**config.mk**
```make
export PLATFORM = sky130hd
export DESIGN_NAME = grf_hazard_ctrl
export DESIGN_NICKNAME = d
export VERILOG_FILES = /design/src/rtl/grf_hazard_ctrl.sv
export SDC_FILE = /design/constraint.sdc
export NUM_CORES = 1
export LEC_CHECK = 0
export BUFFER_PORTS_ARGS = -buffer_cell sky130_fd_sc_hd__buf_2
export CAP_MARGIN = 20
export CORE_MARGIN = 2
export CORE_UTILIZATION = 47
export DETAILED_ROUTE_END_ITERATION = 12
export PLACE_DENSITY = 0.78
export SYNTH_ARGS = -nofsm -noshare
export SYNTH_HDL_FRONTEND = slang
export SYNTH_SLANG_ARGS = --single-unit
```
**constraint.sdc**
```tcl
create_clock -name clk -period 3 [get_ports clk]
set_clock_uncertainty 0.2 [all_clocks]
set_input_delay 0.3 -clock clk [delete_from_list [all_inputs] [get_ports clk]]
set_output_delay 0.3 -clock clk [all_outputs]
set_load 0.01 [all_outputs]
```
**src/rtl/grf_hazard_ctrl.sv**
```systemverilog
// Producer-side hazard tracker for the GRF: records destination and Tnew for E/M/W and
// resolves stall / forward selection for the two D-stage source operands.
module grf_hazard_ctrl (
   input  logic       clk,
   input  logic       reset,
   input  logic       d_valid,
   input  logic [4:0] d_a3,
   input  logic [1:0] d_tnew,
   input  logic [4:0] d_rs,
   input  logic [4:0] d_rt,
   input  logic       d_rs_use,
   input  logic       d_rt_use,
   input  logic [1:0] d_rs_tuse,
   input  logic [1:0] d_rt_tuse,
   output logic       stall,
   output logic [1:0] fwd_rs_sel,
   output logic [1:0] fwd_rt_sel,
   output logic [4:0] e_a3,
   output logic [4:0] m_a3,
   output logic [4:0] w_a3
);

   localparam logic [1:0] SelGrf = 2'b00;
   localparam logic [1:0] SelE   = 2'b01;
   localparam logic [1:0] SelM   = 2'b10;

   logic       e_valid_q, e_valid_d;
   logic [4:0] e_a3_q, e_a3_d;
   logic [1:0] e_tnew_q, e_tnew_d;
   logic       m_valid_q, m_valid_d;
   logic [4:0] m_a3_q, m_a3_d;
   logic [1:0] m_tnew_q, m_tnew_d;
   // W results reach D through the GRF bypass, so only its destination is kept.
   logic [4:0] w_a3_q, w_a3_d;

   logic       stall_rs, stall_rt;

   // Returns {stall, sel[1:0]} for one source, looking only at its youngest match.
   function automatic logic [2:0] resolve(
      input logic [4:0] src,
      input logic       src_use,
      input logic [1:0] tuse,
      input logic       ev,
      input logic [4:0] ea3,
      input logic [1:0] etn,
      input logic       mv,
      input logic [4:0] ma3,
      input logic [1:0] mtn
   );
      logic       live;
      logic       st;
      logic [1:0] sel;
      live = src_use && (src != 5'd0);
      st   = 1'b0;
      sel  = SelGrf;
      if (live && ev && (ea3 == src)) begin
         st  = (etn > tuse);
         sel = (etn == 2'd0) ? SelE : SelGrf;
      end else if (live && mv && (ma3 == src)) begin
         st  = (mtn > tuse);
         sel = (mtn == 2'd0) ? SelM : SelGrf;
      end
      return {st, sel};
   endfunction

   always_comb begin
      {stall_rs, fwd_rs_sel} = resolve(d_rs, d_rs_use, d_rs_tuse, e_valid_q, e_a3_q, e_tnew_q,
                                       m_valid_q, m_a3_q, m_tnew_q);
      {stall_rt, fwd_rt_sel} = resolve(d_rt, d_rt_use, d_rt_tuse, e_valid_q, e_a3_q, e_tnew_q,
                                       m_valid_q, m_a3_q, m_tnew_q);
      stall = stall_rs | stall_rt;
   end

   always_comb begin
      w_a3_d    = m_a3_q;
      m_valid_d = e_valid_q;
      m_a3_d    = e_a3_q;
      m_tnew_d  = (e_tnew_q == 2'd0) ? 2'd0 : e_tnew_q - 2'd1;
      e_valid_d = 1'b0;
      e_a3_d    = 5'd0;
      e_tnew_d  = 2'd0;
      if (d_valid && !stall) begin
         e_valid_d = 1'b1;
         e_a3_d    = d_a3;
         e_tnew_d  = d_tnew;
      end
   end

   always_ff @(posedge clk) begin
      if (reset) begin
         e_valid_q <= 1'b0;
         e_a3_q    <= 5'd0;
         e_tnew_q  <= 2'd0;
         m_valid_q <= 1'b0;
         m_a3_q    <= 5'd0;
         m_tnew_q  <= 2'd0;
         w_a3_q    <= 5'd0;
      end else begin
         e_valid_q <= e_valid_d;
         e_a3_q    <= e_a3_d;
         e_tnew_q  <= e_tnew_d;
         m_valid_q <= m_valid_d;
         m_a3_q    <= m_a3_d;
         m_tnew_q  <= m_tnew_d;
         w_a3_q    <= w_a3_d;
      end
   end

   assign e_a3 = e_a3_q;
   assign m_a3 = m_a3_q;
   assign w_a3 = w_a3_q;

endmodule

```
==> flow_summary.json <==
{
  "p_leak_nw": 0.7132,
  "finalSetupTns_ns": 0,
  "postCtsHoldBufs": 0,
  "yosys_warnings": 0,
  "finalCriticalPeriod_ns": 2.609,
  "clk_latency_ns": 0.29,
  "synthToLayoutAreaGrowth_pct": 24.75,
  "die_area_um2": 2853,
  "drt_first_pass_iters": 4,
  "tightest_slew_ns": 0.5611,
  "final_nets": 205,
  "wl_mm": 2.669,
  "detail_route.wl_per_cell_um": 13.55,
  "synth_area_um2": 1147,
  "drv_slew": 0,
  "grt_usage_pct": 19.66,
  "min_path_cells": 3,
  "synthTopCellsByArea": "dfxtp_1, ha_1, xor2_1, nor2b_1, xnor2_1",
  "io_buffers": 45,
  "antenna_cells": 0,
  "finalWeightedCongestion": 0.7532,
  "grt_use_met2_pct": 38.48,
  "die_w_um": 53.41,
  "r2r-start": "e_a3[4]",
  "ys_seq_elements": 21,
  "root_buffer": "clkbuf_4",
  "yosysUniqueCellTypes": 30,
  "hpwl_mm": 2.244,
  "start_util_pct": 50.89,
  "max_cap_violations": 0,
  "htreeDepth": 1,
  "use_met3_pct": 2.825,
  "final_cell_count_no_fill": 197,
  "min_to": "e_a3[2]",
  "rows": 17,
  "synth.yosys.seq_area_share_pct": 36.64,
  "ant_nets": 0,
  "ff2ff_setup_slack_ns": 0.94,
  "ir_drop_mv": 0.2964,
  "power_density_nw_per_um2": 365.7,
  "path_max_fanout": 9,
  "synth_cells": 122,
  "min-delay-start": "d_a3[2]",
  "post-cts-setup-buffer-count": 0,
  "clk_pin_slew_ns": 0.11,
  "synth_top_area_cell": "dfxtp_1",
  "syn_nets": 157,
  "cts.sinks": 21,
  "grt_overflow": 0,
  "slew_headroom_pct": 62.25,
  "ctsResizeCount": 0,
  "fin_hold_ws_ns": 0.01154,
  "viasPerCell": 5.279,
  "r2r-end": "e_tnew_q[1]",
  "grt_max_degree": 15,
  "status": "completed",
  "cts_tree": "built",
  "cts.path.max_buffers": 2,
  "rsz0062_at_grt": "no",
  "dp_cells": 193,
  "max_freq_mhz": 383.3,
  "core-area_um2": 2255,
  "grt_use_met1_pct": 21.61,
  "cp.required_ns": 2.50,
  "final_core_util_pct": 63.49,
  "numCtsBuffers": 3,
  "r2r_cells": 6,
  "synth_top_cell_area_share_pct": 36.64,
  "critPathKind": "reg -> out",
  "final_layout_size_suffix_gt1_share_pct": 31.95,
  "cp-start-kind": "flop",
  "busiest_layer": "met2",
  "post-route-period-util_pct": 86.97,
  "endpoint_kind": "output pin",
  "vias": 1040,
  "fp.dieH_um": 53.41,
  "io_pins": 46,
  "syn_area_per_cell_um2": 9.405,
  "arrival_ns": 2.11,
  "setup_viol": 0,
  "hold_viol": 0,
  "grt_pass1_vias": 1020,
  "grt_pass1_wl_mm": 4.119,
  "drc": 0,
  "hp-class": "in -> reg",
  "first_iter_violations": 7,
  "antenna_found_initial": 0
}
cell usage in the layout, fill, tap and decap left out, drive strengths merged:
cell / synthesis / final
or3: 1 / 1
nor3: 9 / 9
o41ai: 1 / 1
nand4: 3 / 3
a311oi: 1 / 1
nand3: 2 / 2
and3: 2 / 2
xnor2: 8 / 8
nor2: 1 / 1
clkinv: 0 / 1
clkbuf: 2 / 3
ha: 9 / 9
nand2: 10 / 10
or4: 2 / 2
or2: 1 / 1
inv: 5 / 5
dfxtp: 21 / 21
a2bb2o: 1 / 1
o2111a: 1 / 1
nor2b: 16 / 16
nor3b: 1 / 1
nor4: 4 / 4
a2bb2oi: 2 / 2
and2: 1 / 1
o21a: 1 / 1
buf: 1 / 46
o21ai: 3 / 3
o211a: 1 / 1
xor2: 12 / 12
sequential cells by signal, summed over array words and instances (netlist names):
register / flops
m_valid_q: 1
e_tnew_q: 2
m_a3: 5
e_valid_q: 1
m_tnew_q: 2
w_a3: 5
e_a3: 5
power breakdown:
group / total (mW) / switching (mW) / leakage [nW] / internal [mW]
combinational: 0.0932 / 0.0470 / 0.524 / 0.0462
clock: 0.132 / 0.0822 / 0.0177 / 0.0496
sequential: 0.298 / 0.0105 / 0.172 / 0.288
cells by family (layout without fill, tap and decap cells):
kind of cell | after synthesis | count (layout) | share of synthesized area, %
XOR/XNOR | 20 | 20 | 15.27
AO/OA/AOI/OAI | 11 | 11 | 9.379
buffers and inverters | 8 | 55 | 2.617
flip-flops | 21 | 21 | 36.64
AND/OR/NAND/NOR | 53 | 53 | 26.28
adder cells (fa/ha/maj) | 9 | 9 | 9.815
final cells by class:
class / count / area, um^2
Fill cell: 207 / 823.3
Multi-Input combinational cell: 93 / 696.9
Sequential cell: 21 / 420.4
Timing Repair Buffer: 46 / 232.7
Tap cell: 28 / 35.03
Clock buffer: 3 / 22.52
Inverter: 5 / 18.77
Clock inverter: 1 / 5.005
Yosys cell counts (all sizes together):
cell	n
nand3	2
xnor2	8
a2bb2o	1
and2	1
nor2	1
and3	2
clkbuf	2
o211a	1
or3	1
nor3b	1
nand4	3
nor3	9
nand2	10
dfxtp	21
o21ai	3
ha	9
or4	2
o41ai	1
a2bb2oi	2
nor2b	16
o21a	1
xor2	12
nor4	4
a311oi	1
inv	5
o2111a	1
buf	1
or2	1
layer usage:
metal  part of all wire [%]  vias up
met4                    1.3        0
met1                     42      492
met2                     52       27
li1                       -      517
met5                      0        -
met3                    4.2        4
critical path, cell delays in order, from the launching register on:
cell and delay, ns:
dfxtp_1 0.41, ha_1 0.27, nor2b_1 0.14, a2bb2oi_1 0.13, nand4_1 0.08, a2bb2o_1 0.40
or2_1 0.26, buf_2 0.13
how the worst max path moves through the flow:
stage	start	cells after the start	to	slack, ns
2_1_floorplan	d_rt[1]	5	stall	0.59
3_3_place_gp	d_rs[1]	7	stall	0.47
3_5_place_dp	d_rs[1]	7	stall	0.42
4_1_cts	m_tnew_q[1]	7	stall	0.37
5_1_grt	e_a3[4]	6	stall	0.22
6_report	m_tnew_q[1]	7	stall	0.39
per-stage QoR:
step / total power, mW / setup WS [ns] / instance area, um^2
floorplan: 0.3563 / 0.5922 / 1147
global placement: 0.3929 / 0.4746 / 1404
detailed placement: 0.3983 / 0.4213 / 1404
CTS: 0.5281 / 0.3741 / 1431
global route: 0.5499 / 0.2247 / 1431
finish: 0.5235 / 0.3909 / 1431
Note: power is estimated with default switching activity, not from simulation.
